--- config.mk ---
export PLATFORM = sky130hd
export DESIGN_NAME = fb_gray_code_gen
export DESIGN_NICKNAME = d
export VERILOG_FILES = /design/src/rtl/fb_pkg.sv /design/src/rtl/fb_sat_updown.sv /design/src/rtl/fb_gray_code_gen.sv
export SDC_FILE = /design/constraint.sdc
export NUM_CORES = 1
export LEC_CHECK = 0
export CORE_UTILIZATION = 48
export DETAILED_ROUTE_END_ITERATION = 7
export DONT_BUFFER_PORTS = 1
export PLACE_DENSITY = 0.67
export SYNTH_ARGS = -nofsm -noshare
export SYNTH_HDL_FRONTEND = slang
export SYNTH_SLANG_ARGS = --single-unit
--- constraint.sdc ---
create_clock -name clk_ext -period 2.65 [get_ports clk_ext]
set_input_delay 0.6625 -clock clk_ext [delete_from_list [all_inputs] [get_ports clk_ext]]
set_output_delay 0.6625 -clock clk_ext [all_outputs]
set_load 0.005 [all_outputs]
--- src/rtl/fb_pkg.sv ---
// fb_pkg: shared defaults and helpers for the feedback gray-code generator.
//   GRAY_W     - default gray timebase width
//   CODE_W     - default feedback code width
//   SEL_N      - default number of bits presented to the selector
//   CDIV       - default clk_ext cycles per code-update tick
//   CODE_MAX   - all-ones feedback code at the default width
//   bin2gray() - binary to reflected gray conversion, up to BIN2GRAY_W bits
package fb_pkg;

    localparam int unsigned GRAY_W     = 19;
    localparam int unsigned CODE_W     = 16;
    localparam int unsigned SEL_N      = 10;
    localparam int unsigned CDIV       = 8;
    localparam int unsigned BIN2GRAY_W = 32;

    localparam logic [CODE_W-1:0] CODE_MAX = {CODE_W{1'b1}};

    // Reflected binary code; callers zero-extend narrower values and truncate the result.
    function automatic logic [BIN2GRAY_W-1:0] bin2gray(input logic [BIN2GRAY_W-1:0] b);
        return b ^ (b >> 1);
    endfunction

endpackage

--- src/rtl/fb_sat_updown.sv ---
// fb_sat_updown: saturating up/down counter with synchronous load.
//   clk      in  1  rising-edge clock
//   rst      in  1  synchronous reset, active-high, to RST_VAL
//   load     in  1  load strobe, beats tick/en
//   load_val in  W  value taken when load=1
//   en       in  1  qualifies tick
//   tick     in  1  update strobe; one step per cycle it is high with en
//   u_d      in  1  1 = up (saturate at all ones), 0 = down (saturate at 0)
//   code     out W  counter value
//   at_max   out 1  code is all ones, registered alongside code
//   at_min   out 1  code is zero, registered alongside code
module fb_sat_updown
    import fb_pkg::*;
#(
    parameter int unsigned     W       = CODE_W,
    parameter logic [W-1:0]    RST_VAL = '0
) (
    input  logic         clk,
    input  logic         rst,
    input  logic         load,
    input  logic [W-1:0] load_val,
    input  logic         en,
    input  logic         tick,
    input  logic         u_d,
    output logic [W-1:0] code,
    output logic         at_max,
    output logic         at_min
);

    localparam logic [W-1:0] MAX_VAL = '1;
    localparam logic [W-1:0] MIN_VAL = '0;

    logic [W-1:0] code_d;

    // Next code: load first, then a saturating step on an enabled tick, else hold.
    always_comb begin
        code_d = code;
        if (load) begin
            code_d = load_val;
        end else if (tick && en) begin
            if (u_d) begin
                if (code != MAX_VAL) begin
                    code_d = code + W'(1);
                end
            end else begin
                if (code != MIN_VAL) begin
                    code_d = code - W'(1);
                end
            end
        end
    end

    // Flags are computed from the next value so they land on the same edge as code.
    always_ff @(posedge clk) begin
        if (rst) begin
            code   <= RST_VAL;
            at_max <= (RST_VAL == MAX_VAL);
            at_min <= (RST_VAL == MIN_VAL);
        end else begin
            code   <= code_d;
            at_max <= (code_d == MAX_VAL);
            at_min <= (code_d == MIN_VAL);
        end
    end

endmodule

--- src/rtl/fb_gray_code_gen.sv ---
// fb_gray_code_gen: gray-code timebase, update-tick divider and saturating
// feedback code feeding the feedback gray selector. All outputs are registers
// on clk_ext (gray_clk and fb_bits are fixed bit selects of registers).
//   clk_ext  in  1       core clock
//   rst      in  1       synchronous reset, active-high, highest priority
//   en       in  1       enables code updates on tick
//   u_d      in  1       1 = count up, 0 = count down
//   load     in  1       synchronous load strobe
//   load_val in  CODE_W  value loaded when load=1
//   gray_clk out SEL_N   gray[SEL_N:1]
//   fb_bits  out SEL_N   fb_bits[i] = code[CODE_W-1-i]
//   code     out CODE_W  current feedback code
//   tick     out 1       one-cycle strobe, high on the cycle an update becomes visible
//   at_max   out 1       code is all ones
//   at_min   out 1       code is zero
module fb_gray_code_gen
#(
    parameter int unsigned        GRAY_W   = fb_pkg::GRAY_W,
    parameter int unsigned        CODE_W   = fb_pkg::CODE_W,
    parameter int unsigned        SEL_N    = fb_pkg::SEL_N,
    parameter int unsigned        CDIV     = fb_pkg::CDIV,
    parameter logic [CODE_W-1:0]  RST_CODE = '0
) (
    input  logic              clk_ext,
    input  logic              rst,
    input  logic              en,
    input  logic              u_d,
    input  logic              load,
    input  logic [CODE_W-1:0] load_val,
    output logic [SEL_N-1:0]  gray_clk,
    output logic [SEL_N-1:0]  fb_bits,
    output logic [CODE_W-1:0] code,
    output logic              tick,
    output logic              at_max,
    output logic              at_min
);

    import fb_pkg::bin2gray;
    import fb_pkg::BIN2GRAY_W;

    localparam int unsigned      DIV_W    = (CDIV > 1) ? $clog2(CDIV) : 1;
    localparam logic [DIV_W-1:0] DIV_LAST = DIV_W'(CDIV - 1);

    logic [GRAY_W-1:0] tb_cnt;
    logic [GRAY_W-1:0] tb_next;
    logic [GRAY_W-1:0] gray;
    logic [DIV_W-1:0]  div_cnt;
    logic              tick_c;
    logic              unused_gray_bits;

    assign tb_next = tb_cnt + GRAY_W'(1);
    assign tick_c  = (div_cnt == DIV_LAST);

    // Timebase: gray is encoded from the incremented count so it never lags tb_cnt.
    always_ff @(posedge clk_ext) begin
        if (rst) begin
            tb_cnt <= '0;
            gray   <= '0;
        end else begin
            tb_cnt <= tb_next;
            gray   <= GRAY_W'(bin2gray(BIN2GRAY_W'(tb_next)));
        end
    end

    // Divider: the update happens on the edge leaving div_cnt==CDIV-1, and the
    // registered tick marks the cycle in which the updated code is visible.
    always_ff @(posedge clk_ext) begin
        if (rst) begin
            div_cnt <= '0;
            tick    <= 1'b0;
        end else begin
            div_cnt <= tick_c ? '0 : div_cnt + DIV_W'(1);
            tick    <= tick_c;
        end
    end

    // Feedback code; driven by the pre-register tick so code and tick rise together.
    fb_sat_updown #(
        .W       (CODE_W),
        .RST_VAL (RST_CODE)
    ) u_code (
        .clk      (clk_ext),
        .rst      (rst),
        .load     (load),
        .load_val (load_val),
        .en       (en),
        .tick     (tick_c),
        .u_d      (u_d),
        .code     (code),
        .at_max   (at_max),
        .at_min   (at_min)
    );

    assign gray_clk = gray[SEL_N:1];

    // Selector data inputs take the code MSB-first.
    for (genvar i = 0; i < int'(SEL_N); i++) begin : g_fb_bits
        assign fb_bits[i] = code[CODE_W-1-i];
    end

    // Gray LSB and upper bits only exist to complete the timebase sequence.
    assign unused_gray_bits = ^{gray[GRAY_W-1:SEL_N+1], gray[0]};

endmodule

==> summary.md <==
| Metric | Value |
|---|---|
| Clock power frac | between 30% and 40% |
| WL final | 8.396 mm |
| DRT iter0 DRCs | 237 |
| PD cells | 421.1 mW/mm^2 |
| Critical path type | reg2reg |
| Status | finished with violations |
| CP max-delay cell | or4_4 |
| Die height | 78.12 um |
| Family with the most delay on the worst path | simple AND/OR/NAND/NOR gates |
| Drt drc | 0 |
| P_int | 1.112 mW |
| Max cap viols | 0 |
| Total CTS buffers | 5 |
| Buf/Inv on CP | 2 |
| Routed Antenna Nets | 0 |
| Setup TNS | -0.4986 ns |
| Maximum VDD drop | 355.0 uV |
| Count of different cell masters after synthesis | between 50 and 60 |
| FMAX | 0.3365 GHz |
| First-pass GRT wire length | 13.63 mm |
| IO Pins | 60 |
| PortBufs | 0 |
| DR vias | 2,838 |
| Post-synthesis net count | 378 |
| CORE AREA | 0.005540 mm^2 |
| Min cycle time layout | 2.972 ns |
| Finished Layout Cells | ~480 |
| # clock sinks | 44 |
| Area grow syn2layout | 27.53% |
| Overall Global Routing Usage | ~29% |
| Hold Vio Cnt, Final | 0 |
| H-tree depth | 2 |
| Clock-pin slew on the worst setup and hold paths | 0.08 ns |
| Clk root buf | clkbuf_8 |
| CTS tree | built |
| Combinational power share | 20.2% |
| Critical path cell sequence | or4_4 > buf_4 > o41ai_4 > buf_4 > o21ai_1 > and4b_1 > a21o_1 > o2111ai_1 > or4b_4 > nor4_4 |
| Initial antenna violation count | 0 |
| Largest family of logic cells by synthesized area | simple AND/OR/NAND/NOR gates |
| Switching portion of total power | 25.56% |
| Slowest stage delay, CP | ~0.52 ns |
| Total power | 1.494 mW |
| Worst Path Required | approximately 2.9 ns |
| Via count of the first global-routing pass | 2,770 |
| Drt pass-1 iters | 5 |
| Net count, final | 435 |
| Clock skew | between 0.005 and 0.006 ns |
| Hold WS | roughly 0.44 ns |
| Critical path's most frequent cell | buf_4 |
| Max-Slew Margin vs Limit | between 60 and 70% |
| Inst Count DP | roughly 470 |
| Die X-Extent | 78.12 um |
| Share of flip-flops with an asynchronous set or reset | 0% |
| Ant. Diodes | 0 |
| #FFs+latches synth | 44 |
| Violated checks | setup timing |
| Finish-stage setup viols | 2 |
| Synth Area in Adders | 2.699% |
| Startpoint Class | flop |
| Synth Area in XOR/XNOR | 9.447% |
| Largest net degree at the start of global routing | 44 |
| Synth warn | 0 |
| Die area | just over 0.006 mm^2 |
| RSZ-0062 raised after global routing | true |
| Share of post-route cells with drive strength above 1 | between 20% and 30% |
| Synth Area in Simple Gates | a little under a third |
| Cells after Synth | 351 |
| CP Max Fanout | 4 |
| HP Class | reg2reg |
| Post-synth EDFFs | 0 |
| Critical Path AT | around 3.2 ns |
| R2R Setup Slk | -0.32 ns |
| Final WS setup | -0.3216 ns |
| Syn Area/Cell | 7.924 um^2 |
| Initial Util | 50.20% |
| Mux contribution to synthesized area | 2.204% |
| Area of the mapped netlist | 0.002781 mm^2 |
| Post-DR wirelength/cell | ~18 um |
| Final Cycle Share | 112.1% |
| Final Core Density | 64.02% |
| Post-synthesis sequential area ratio | about a third |
| Bufs on Longest Clock Path | 2 |
| Compound-Gate Fraction of Synth Area | 14.84% |
| GRT overflow | 0 |
| Clk_lat worst skew | 0.29 ns |
| Psw | between 300 and 400 uW |
| Final max-slew violation count | 0 |
| Row cnt | 27 |
| Vias per cell | ~6 |
| Half-perimeter wire length after placement | 6.597 mm |
| Pleak | 1.449 nW |
| Gpl congestion | 0.9395 |
| Actual slew at the worst max-slew pin | about 0.45 ns |
| CP endpoint kind | flop |
| Reg power frac | 47.8% |
| Ys flop type | dfxtp_1 |
## layout make-up
type / instances / area [um^2]
Clock buffer: 5 / 68.82
Sequential cell: 44 / 885.9
Fill cell: 468 / 1993
Clock inverter: 1 / 30.03
Timing Repair Buffer: 84 / 630.6
Tap cell: 72 / 90.09
Inverter: 9 / 33.78
Multi-Input combinational cell: 264 / 1808
## repair_timing
item	in CTS	in global routing
setup endpoints to repair	2	3
hold buffers	0	0
setup buffers	6	0
pin swaps	10	2
cloned	0	0
gates resized for setup	12	6
## flip-flops by register name, indices dropped and copies added, names as in the netlist
register / cells
tb_cnt: 12
u_code.at_min: 1
u_code.code: 16
gray: 10
u_code.at_max: 1
tick: 1
div_cnt: 3
## routing by layer
| metal | routed length [um] | up-vias | track usage, % | share of wire (%) |
|---|---|---|---|---|
| met2 | 4036 | 145 | 49.12 | 48 |
| li1 | - | 1364 | - | - |
| met4 | 258 | 0 | 13.15 | 3.1 |
| met5 | 0 | - | 0 | 0 |
| met3 | 771 | 28 | 6.512 | 9.2 |
| met1 | 3329 | 1301 | 34.05 | 40 |
## power groups by stage
| stage | registers [mW] | logic (mW) | clock network [mW] |
|---|---|---|---|
| after global routing | 0.718 | 0.329 | 0.513 |
| after global placement | 0.728 | 0.276 | 0 |
| after detailed placement | 0.728 | 0.277 | 0 |
| after CTS | 0.714 | 0.296 | 0.490 |
| after floorplan | 0.723 | 0.192 | 0 |
| final | 0.715 | 0.302 | 0.477 |
## final timing paths
| kind | endpoint | cells past startpoint | startpoint |
|---|---|---|---|
| worst max-delay path | u_code.at_max$_SDFF_PP0_ | 10 | u_code.code[11]$_SDFF_PP0_ |
| worst min-delay path | div_cnt[0]$_SDFF_PP0_ | 1 | div_cnt[0]$_SDFF_PP0_ |
| worst max register to register | u_code.at_max$_SDFF_PP0_ | 10 | u_code.code[11]$_SDFF_PP0_ |
| worst min register to register | div_cnt[0]$_SDFF_PP0_ | 1 | div_cnt[0]$_SDFF_PP0_ |
## metrics by stage
stage | worst slack (ns) | instance area [um^2]
floorplan | -0.1585 | 2849
global placement | -0.3753 | 3331
detailed placement | -0.3912 | 3331
CTS | -0.3382 | 3520
global route | -0.4272 | 3547
finish | -0.3216 | 3547
## synth_stat cells, types with 2 or more instances
cell type | instances | area [um^2]
o21ai_1 | 2 | 10.01
or2_2 | 2 | 12.51
o21a_1 | 2 | 15.01
or4_1 | 8 | 60.06
o221ai_1 | 2 | 17.52
or3_1 | 4 | 25.02
a2111o_1 | 2 | 22.52
a211oi_1 | 2 | 15.01
or3_4 | 2 | 22.52
ha_1 | 6 | 75.07
buf_2 | 7 | 35.03
mux2i_1 | 5 | 50.05
nand2_1 | 25 | 93.84
nor3_1 | 13 | 65.06
a311oi_1 | 2 | 17.52
and3_1 | 5 | 31.28
a21boi_0 | 3 | 22.52
xnor2_1 | 14 | 122.6
nor4_1 | 13 | 81.33
o21ai_0 | 9 | 45.04
nand3_1 | 11 | 55.05
or4b_1 | 2 | 20.02
inv_1 | 9 | 33.78
nor2b_1 | 9 | 56.30
nor2_1 | 49 | 183.9
and2_1 | 3 | 18.77
nand4_1 | 8 | 50.05
xor2_1 | 16 | 140.1
buf_4 | 10 | 75.07
o2111ai_1 | 3 | 26.28
o22ai_1 | 2 | 12.51
clkbuf_1 | 16 | 60.06
nor4b_1 | 2 | 17.52
o31ai_1 | 4 | 30.03
nor3b_1 | 3 | 22.52
a21oi_1 | 11 | 55.05
dfxtp_1 | 44 | 880.8
## kinds of logic after synthesis
family                   Yosys count
flip-flops                        44
AND/OR/NAND/NOR                  165
XOR/XNOR                          30
adder cells (fa/ha/maj)            6
AO/OA/AOI/OAI                     57
multiplexers                       6
buffers and inverters             43
## layout by cell type (no fill, tap or decap), types with 4 or more instances in the layout
master / n
a21oi_1: 11
and3_1: 5
buf_4: 84
clkbuf_8: 5
dfxtp_1: 40
dfxtp_2: 4
ha_1: 5
inv_1: 7
mux2i_1: 5
nand2_1: 25
nand3_1: 10
nand4_1: 8
nor2_1: 49
nor2b_1: 9
nor3_1: 12
nor4_1: 11
o21ai_0: 9
or4_1: 5
xnor2_1: 14
xor2_1: 16
(Power assumes the default switching activity.)
